File: src/rtl/wb_boot_pkg.sv
// Shared definitions for the boot copier: FSM state encoding, byte-select constant, index sizing.
package wb_boot_pkg;

    typedef enum logic [2:0] {
        ST_IDLE = 3'd0,
        ST_RD   = 3'd1,
        ST_WR   = 3'd2,
        ST_DONE = 3'd3,
        ST_ERR  = 3'd4
    } state_t;

    localparam logic [3:0] WB_SEL_ALL = 4'hF;

    // A single-word image still needs a 1-bit index register.
    function automatic int idx_bits(input int n);
        return (n > 1) ? $clog2(n) : 1;
    endfunction

endpackage

File: src/rtl/wb_boot_timer.sv
// Per-access watchdog: saturating cycle counter with an expiry compare against TIMEOUT.
// Registered count; o_expired is a decode of the count, so the abort lands one cycle after the limit.
module wb_boot_timer #(
    parameter int TIMEOUT = 255
) (
    input  logic i_clk,
    input  logic i_rst_n,
    input  logic i_clr,
    input  logic i_inc,
    output logic o_expired
);
    localparam int CW = (TIMEOUT > 0) ? $clog2(TIMEOUT + 1) : 1;

    logic [CW-1:0] r_cnt;

    always_ff @(posedge i_clk or negedge i_rst_n) begin
        if (!i_rst_n) begin
            r_cnt <= '0;
        end else if (i_clr) begin
            r_cnt <= '0;
        end else if (i_inc && (r_cnt != {CW{1'b1}})) begin
            r_cnt <= r_cnt + 1'b1;
        end
    end

    assign o_expired = (r_cnt == CW'(TIMEOUT));

endmodule

File: src/rtl/wb_boot_copier.sv
// Wishbone master copying LEN_WORDS words from the ROM window to the RAM window, then releasing the core.
// Outputs registered; each access holds its strobe until ack/err, or the watchdog aborts it.
module wb_boot_copier
    import wb_boot_pkg::*;
#(
    parameter int            AW        = 32,
    parameter int            DW        = 32,
    parameter logic [AW-1:0] SRC_BASE  = '0,
    parameter logic [AW-1:0] DST_BASE  = AW'(32'h1000_0000),
    parameter int            LEN_WORDS = 2048,
    parameter int            TIMEOUT   = 255,
    parameter int            AUTOSTART = 1
) (
    input  logic          wb_clk_i,
    input  logic          wb_rst_n_i,
    input  logic          start_i,
    output logic [AW-1:0] wbm_adr_o,
    output logic [DW-1:0] wbm_dat_o,
    input  logic [DW-1:0] wbm_dat_i,
    output logic [3:0]    wbm_sel_o,
    output logic          wbm_we_o,
    output logic          wbm_cyc_o,
    output logic          wbm_stb_o,
    input  logic          wbm_ack_i,
    input  logic          wbm_err_i,
    output logic          busy_o,
    output logic          done_o,
    output logic          err_o,
    output logic          cpu_rst_o
);
    localparam int            IW       = idx_bits(LEN_WORDS);
    localparam logic [IW-1:0] LAST_IDX = IW'(LEN_WORDS - 1);

    state_t        r_state;
    state_t        w_state_nxt;
    logic [IW-1:0] r_idx;
    logic [IW-1:0] w_idx_nxt;
    logic          r_boot;
    logic [DW-1:0] r_dat;

    logic          r_cyc;
    logic          r_stb;
    logic          r_we;
    logic [3:0]    r_sel;
    logic [AW-1:0] r_adr;
    logic          r_busy;
    logic          r_done;
    logic          r_err;
    logic          r_cpu_rst;

    logic          w_active;
    logic          w_nxt_active;
    logic          w_expired;
    logic          w_fail;
    logic          w_go;
    logic          w_tmr_clr;
    logic [AW-1:0] w_off;

    assign w_active     = (r_state == ST_RD) || (r_state == ST_WR);
    assign w_nxt_active = (w_state_nxt == ST_RD) || (w_state_nxt == ST_WR);
    // Error and timeout both win over a coincident ack.
    assign w_fail       = w_active && (wbm_err_i || w_expired);
    assign w_tmr_clr    = !w_active || wbm_ack_i || wbm_err_i;
    assign w_off        = AW'(w_idx_nxt) << 2;

    wb_boot_timer #(
        .TIMEOUT (TIMEOUT)
    ) u_timer (
        .i_clk     (wb_clk_i),
        .i_rst_n   (wb_rst_n_i),
        .i_clr     (w_tmr_clr),
        .i_inc     (w_active),
        .o_expired (w_expired)
    );

    always_comb begin
        w_state_nxt = r_state;
        w_idx_nxt   = r_idx;
        w_go        = 1'b0;
        case (r_state)
            ST_IDLE: w_go = start_i || ((AUTOSTART != 0) && r_boot);
            ST_RD: begin
                if (w_fail) begin
                    w_state_nxt = ST_ERR;
                end else if (wbm_ack_i) begin
                    w_state_nxt = ST_WR;
                end
            end
            ST_WR: begin
                if (w_fail) begin
                    w_state_nxt = ST_ERR;
                end else if (wbm_ack_i) begin
                    if (r_idx == LAST_IDX) begin
                        w_state_nxt = ST_DONE;
                    end else begin
                        w_state_nxt = ST_RD;
                        w_idx_nxt   = r_idx + 1'b1;
                    end
                end
            end
            ST_DONE, ST_ERR: w_go = start_i;
            default: w_state_nxt = ST_IDLE;
        endcase
        if (w_go) begin
            w_state_nxt = ST_RD;
            w_idx_nxt   = '0;
        end
    end

    always_ff @(posedge wb_clk_i or negedge wb_rst_n_i) begin
        if (!wb_rst_n_i) begin
            r_state <= ST_IDLE;
            r_idx   <= '0;
            r_boot  <= 1'b1;
            r_dat   <= '0;
        end else begin
            r_state <= w_state_nxt;
            r_idx   <= w_idx_nxt;
            r_boot  <= 1'b0;
            if ((r_state == ST_RD) && wbm_ack_i && !w_fail) begin
                r_dat <= wbm_dat_i;
            end
        end
    end

    // Bus and status outputs are decoded from the next state so they change on the entry edge.
    always_ff @(posedge wb_clk_i or negedge wb_rst_n_i) begin
        if (!wb_rst_n_i) begin
            r_cyc     <= 1'b0;
            r_stb     <= 1'b0;
            r_we      <= 1'b0;
            r_sel     <= 4'h0;
            r_adr     <= '0;
            r_busy    <= 1'b0;
            r_done    <= 1'b0;
            r_err     <= 1'b0;
            r_cpu_rst <= 1'b1;
        end else begin
            r_cyc     <= w_nxt_active;
            r_stb     <= w_nxt_active;
            r_we      <= (w_state_nxt == ST_WR);
            r_sel     <= w_nxt_active ? WB_SEL_ALL : 4'h0;
            r_adr     <= (w_state_nxt == ST_RD) ? SRC_BASE + w_off :
                         (w_state_nxt == ST_WR) ? DST_BASE + w_off : '0;
            r_busy    <= w_nxt_active;
            r_done    <= (w_state_nxt == ST_DONE);
            r_err     <= (w_state_nxt == ST_ERR);
            r_cpu_rst <= (w_state_nxt != ST_DONE);
        end
    end

    assign wbm_adr_o = r_adr;
    assign wbm_dat_o = r_dat;
    assign wbm_sel_o = r_sel;
    assign wbm_we_o  = r_we;
    assign wbm_cyc_o = r_cyc;
    assign wbm_stb_o = r_stb;
    assign busy_o    = r_busy;
    assign done_o    = r_done;
    assign err_o     = r_err;
    assign cpu_rst_o = r_cpu_rst;

endmodule

File: config.mk
export PLATFORM = sky130hd
export DESIGN_NAME = wb_boot_copier
export DESIGN_NICKNAME = d
export VERILOG_FILES = /design/src/rtl/wb_boot_pkg.sv /design/src/rtl/wb_boot_timer.sv /design/src/rtl/wb_boot_copier.sv
export SDC_FILE = /design/constraint.sdc
export NUM_CORES = 1
export LEC_CHECK = 0
export ABC_CLOCK_PERIOD_IN_PS = 1800
export BUFFER_PORTS_ARGS = -buffer_cell sky130_fd_sc_hd__buf_4
export CAP_MARGIN = 5
export CORE_ASPECT_RATIO = 0.8
export CORE_MARGIN = 2
export CORE_UTILIZATION = 42
export CTS_CLUSTER_SIZE = 8
export DETAILED_ROUTE_END_ITERATION = 10
export PLACE_DENSITY = 0.67
export SYNTH_ARGS = -nofsm -noshare
export SYNTH_HDL_FRONTEND = slang
export SYNTH_SLANG_ARGS = --single-unit
File: constraint.sdc
create_clock -name wb_clk_i -period 1.8 [get_ports wb_clk_i]
set_input_delay 0.09 -clock wb_clk_i [delete_from_list [all_inputs] [get_ports wb_clk_i]]
set_output_delay 0.09 -clock wb_clk_i [all_outputs]
set_load 0.03 [all_outputs]
# Word level (Yosys, flattened, before mapping)
# Cells that the tools add are included.
totals:
  register_bits: 94
  wordCells: 61
classes:
  add_sub_neg: 3
  n_eq_ne: 12
  muxes: 18
  reduce_logical: 16
op_table:
  columns: ["operator", "n"]
  rows:
  - ["30-bit 2-to-1 mux", 2]
  - ["11-bit 2-to-1 mux", 5]
  - ["29-bit by 13-bit adder with 30-bit output (first input constant)", 1]
  - ["8-bit 2-to-1 mux", 2]
  - ["3-bit 2-to-1 mux", 5]
  - ["3-bit by 2-bit equality test with 1-bit output (second input constant)", 4]
  - ["11-bit by 1-bit adder with 11-bit output (second input constant)", 1]
  - ["11-bit equality test (second input constant)", 1]
  - ["3-bit one-hot mux with 3 select lines", 1]
  - ["8-bit by 1-bit adder with 8-bit output (second input constant)", 1]
  - ["8-bit equality test (second input constant)", 1]
  - ["8-bit != test (second input constant)", 1]
  - ["3-bit by 1-bit equality test with 1-bit output (second input constant)", 2]
  - ["3-bit equality test (second input constant)", 2]
  - ["1-bit logical OR", 6]
  - ["1-bit logical AND", 4]
  - ["4-bit 2-to-1 mux", 1]
  - ["3-bit zero test", 1]
  - ["3-bit by 2-bit != test with 1-bit output (second input constant)", 1]
  - ["3-bit OR reduction", 1]
  - ["1-bit zero test", 2]
  - ["2-bit 2-to-1 mux", 1]
  - ["1-bit one-hot mux with 2 select lines", 1]
  - ["2-bit nonzero test", 1]
  - ["2-bit OR reduction", 1]

# Logic depth before layout (Yosys ltp)
logic_depth:
  word_depth: 9
  ltp_mapped: 8
  ltp_nobuf: 6

# By module
# Synthesis repeated with hierarchy kept, for this count alone.
unflattened:
  cells_unflattened: 280
  hier_area_um2: 3367.0
by_module_without_submodules:
  columns: ["mod", "n_inst", "cells_per_inst", "area_each_um2", "seq_area_each_um2"]
  rows:
  - ["wb_boot_copier", 1, 233, 2892.8, 1604.0]
  - ["wb_boot_timer", 1, 47, 474.2, 200.2]

# Worst setup path after synthesis
# Ideal clock, no wire load.
synth_path:
  path_type: "reg2reg"
  start: "register u_timer.r_cnt[0]"
  end: "register r_adr[11], in the netlist wbm_adr_o[11]"
  arrival_ns: 1.768
  setup_slack_ns: -0.101
  stages_incl_launch_ff: 8
  path_buffers: 1
  synth_period_minus_slack_ns: 1.901
  path_cell_list: "dfrtp_1 -> ha_1 -> nand3_2 -> o211ai_1 -> a221oi_4 -> mux2i_1 -> buf_6 -> nor4_4"
synth_via:
  elab_chain_cells: 9
  elab_cells_between_ends: 15
  classes_between: "add/sub: 1; eq/ne: 3; mux: 9; reduce/logical: 2"
synth_rtl:
  columns: ["item", "line", "text"]
  rows:
  - ["start, declared", "wb_boot_timer.sv:14", "logic [CW-1:0] r_cnt;"]
  - ["start signal, assigned", "wb_boot_timer.sv:22", "r_cnt <= r_cnt + 1'b1;"]
  - ["8-bit equality test (*)", "wb_boot_timer.sv:26", "assign o_expired = (r_cnt == CW'(TIMEOUT));"]
  - ["1-bit logical OR (*)", "wb_boot_copier.sv:62", "assign w_fail = w_active && (wbm_err_i || w_expired);"]
  - ["1-bit logical AND (*)", "wb_boot_copier.sv:62", null]
  - ["3-bit 2-to-1 mux (on tied branches)", "wb_boot_copier.sv:90, wb_boot_copier.sv:83", null]
  - ["3-bit one-hot mux with 3 select lines (*)", "wb_boot_copier.sv:80", "case (r_state)"]
  - ["3-bit 2-to-1 mux (*)", "wb_boot_copier.sv:104", "if (w_go) begin"]
  - ["via w_state_nxt[1]", "wb_boot_copier.sv:35", "state_t w_state_nxt;"]
  - ["3-bit by 2-bit equality test with 1-bit output", "wb_boot_copier.sv:144", "(w_state_nxt == ST_WR) ? DST_BASE + w_off : '0;"]
  - ["30-bit 2-to-1 mux", "wb_boot_copier.sv:144", null]
  - ["30-bit 2-to-1 mux (*)", "wb_boot_copier.sv:143", "r_adr <= (w_state_nxt == ST_RD) ? SRC_BASE + w_off :"]
  - ["end signal, assigned", "wb_boot_copier.sv:143", null]
  - ["end, declared", "wb_boot_copier.sv:45", "logic [AW-1:0] r_adr;"]
# Mark *: on every way through the listed nets, which the timed path passes. The rest lies on a longest branch.
# A chain may end at the register's enable or synchronous reset.

# Worst setup path in the final report
layout_path:
  start: "register u_timer.r_cnt[0]"
  end: "register r_adr[9], in the netlist wbm_adr_o[9]"
# Same word-level chain as after synthesis.

==> impl_results.md <==
- Register area share after synthesis: 53.89%
- Tot GR Track Use: 17.50%
- Clock transition at the registers of the reported paths: 0.07 ns
- RSZ-0062 raised after global routing: true
- Diodes inserted: 0
- H-tree Lvls: 3
- Final WS setup: -0.06681 ns
- Synthesis Warnings: 0
- Dpl ws: -0.07587 ns
- Hold_ws: 0.1587 ns
- Crit path capture type: register
- Critical Path Source Type: register
- Highest routed layer: met4
- Total CTS buffers: 9
- Vias post-DR: 2,583
- # clock sinks: 72
- Final hold violation count: 0
- WL met2: 3.531 mm
- # placed instances: 489
- Netlist cell types: 53
- Clk_skew: 0.005872 ns
- Achievable clock frequency: 535.7 MHz
- Mean Syn Cell Area: 12.09 sq um
- Leak: 2.337 nW
- DP HPWL: 4.861 mm
- Failing checks: negative setup slack
- PortBufs: 91
- First DRT Iteration DRCs: 109
- Die Width: 103.8 microns
- Core box area: 0.007838 sq mm
- Mapped Cells: 277
- Setup crit start: u_timer.r_cnt[0]
- Final setup viols: 12
- Effective utilization at floorplan: 42.72%
- CP Data Arrival Time: 2.08 ns
- Final net count: 471
- Area post-placement: 0.004237 sq mm
- Share of synthesized registers carrying an async set or reset: 100.0%
- Max Slew Vio Count: 0
- GR Overflow Total: 0
- Final period util: 103.7%
- Global-route wire length before repair: 12.23 mm
- CTS root buf: clkbuf_8
- Largest net degree at the start of global routing: 41
- Final Wtd Congestion: 0.8629
- CP Capture Point: wbm_adr_o[9]
- Antenna violations before repair: 0
- Post-Synthesis Cell Area: 0.003348 sq mm
- Clock latency on the worst-skew pair: 0.34 ns
- Fraction of layout cells with a size suffix above 1: 50.11%
- Final Util: 63.35%
- Worst Hold Class: in -> reg
- Post-synth EDFFs: 0
- Minimum clock period: 1.867 ns
- Prevailing post-synth register cell: dfrtp_1
- Worst flop-to-flop path startpoint: u_timer.r_cnt[0]
- Drt total wl: 7.593 mm
- Row count: 29
- R2R cell count: 7
- Max-Cap Viols: 0
- Fin Setup TNS: -0.4736 ns
- CTS tree: done
- Flops & latches, synth: 72
- DR vias/cell: 4.739
- Wire per inst: 13.93 microns
- R2r setup slk: -0.07 ns
- CP Max Fanout: 12
- Critical path class: reg -> reg
- Tot Pwr: 7.177 mW
- Post-route cell area: 0.004965 sq mm
- Met3 routed WL: 479 microns
- Die height: 83.86 microns
- DRC viols: 0
- Outcome: finished with violations
- Max clock buf depth: 2
- Area Growth Syn to Fin: 48.28%
- I/O pin cnt: 112
- Worst Path Required: 2.01 ns
- Fin cells: 545
- M1 WL: 3.513 mm
- Power per cell area: 1446 mW/mm^2
- ANT nets after route: 0
- Initial DRT Pass Iterations: 4
- Die area: 0.008707 sq mm
- Vias in the first global route: 2,473
- Worst VDD drop: 0.8060 mV
- R2r endpoint: wbm_adr_o[9]
routing by layer:
layer | global-route usage (%) | up-vias
met5 | 0 | -
met4 | 4.423 | 0
met3 | 6.089 | 5
met2 | 26.32 | 89
met1 | 24.35 | 1252
li1 | - | 1237
logic make-up (layout without fill, tap and decap cells):
logic type	Yosys count	after routing	synth area share, %
AND/OR/NAND/NOR	92	92	16.70
flip-flops	72	72	53.89
buffers and inverters	43	183	8.819
multiplexers	36	36	11.96
AO/OA/AOI/OAI	21	21	5.157
XOR/XNOR	10	10	2.616
adder cells (fa/ha/maj)	2	2	0.7473
other	1	21	0.1120
power by group:
group	total (mW)	internal [mW]	switching, mW
clock network	1.53	0.928	0.603
registers	2.34	2.06	0.274
logic	3.31	1.39	1.92
total	7.18	4.38	2.79
area by class of cell:
class / instances / area [sq um]
repair buffers: 159 / 1331
clock buffers: 10 / 127.6
flip-flops and latches: 72 / 1808
inverters: 8 / 30.03
clock inverters: 6 / 115.1
multi-input cells: 182 / 1418
fillers: 639 / 2873
well taps: 108 / 135.1
synth_stat cells, types with 2 or more instances:
cell type	n	area, sq um
and4_2	2	20.02
nand3_1	6	30.03
nor3_2	8	80.08
buf_4	27	202.7
xor2_1	4	35.03
inv_1	7	26.28
buf_2	3	15.01
nor3_1	7	35.03
a21oi_1	2	10.01
nor3b_1	2	15.01
and2_2	3	22.52
nand4_1	4	25.02
mux2_2	32	360.4
xnor2_1	6	52.55
buf_6	2	22.52
o211ai_1	2	15.01
o41ai_1	2	17.52
a21boi_0	2	15.01
dfstp_2	2	52.55
nor2_1	27	101.4
nand2_1	14	52.55
and3_2	2	15.01
ha_1	2	25.02
o21ai_0	4	20.02
dfrtp_1	70	1752
nor4_1	5	31.28
mux2i_1	4	40.04
flip-flops by register name, summed over array words and instances, names as in the netlist:
register and count:
cpu_rst_o 1, done_o 1, err_o 1, r_boot 1, r_idx 11, r_state 3
u_timer.r_cnt 8, wbm_adr_o 12, wbm_dat_o 32, wbm_sel_o 1, wbm_we_o 1
worst min path at each step:
stage / start / endpoint / slack (ns) / cells past startpoint
6_report: wbm_err_i / r_state[2] / 0.16 / 3
5_1_grt: wbm_err_i / r_state[2] / 0.18 / 3
2_1_floorplan: wb_rst_n_i / done_o / -0.21 / 0
4_1_cts: wbm_err_i / r_state[2] / 0.13 / 3
3_5_place_dp: wb_rst_n_i / wbm_dat_o[26] / 0.06 / 1
3_3_place_gp: wb_rst_n_i / wbm_dat_o[26] / 0.06 / 1
layout by cell type, fill, tap and decap left out, types with 3 or more instances in the layout:
cell and count:
buf_4 120, dfrtp_1 67, dlygate4sd3_1 34, mux2_2 32, nor2_1 25, conb_1 21, nand2_1 13, clkbuf_8 9
nor3_2 8, inv_1 7, nand3_1 6, nor3_1 6, xnor2_1 6, nand4_1 4, xor2_1 4, nor4_2 3
o21ai_0 3, and2_2 3, bufinv_16 3, buf_12 3, dfrtp_2 3
critical path: stages, from the launching register on:
cell	delay, ns
dfrtp_1	0.39
ha_2	0.21
nand3_4	0.10
o211ai_1	0.15
a221oi_4	0.34
mux2i_2	0.31
buf_12	0.19
nor4_1	0.06
what timing repair did:
item | CTS | global route
buffers inserted | 1 | 4
gates cloned | 0 | 1
hold buffers | 34 | 0
endpoints found under the setup margin | 14 | 55
pin swaps | 2 | 6
endpoints found under the hold margin | 66 | 0
resized for setup | 4 | 16
(Power assumes the default switching activity.)
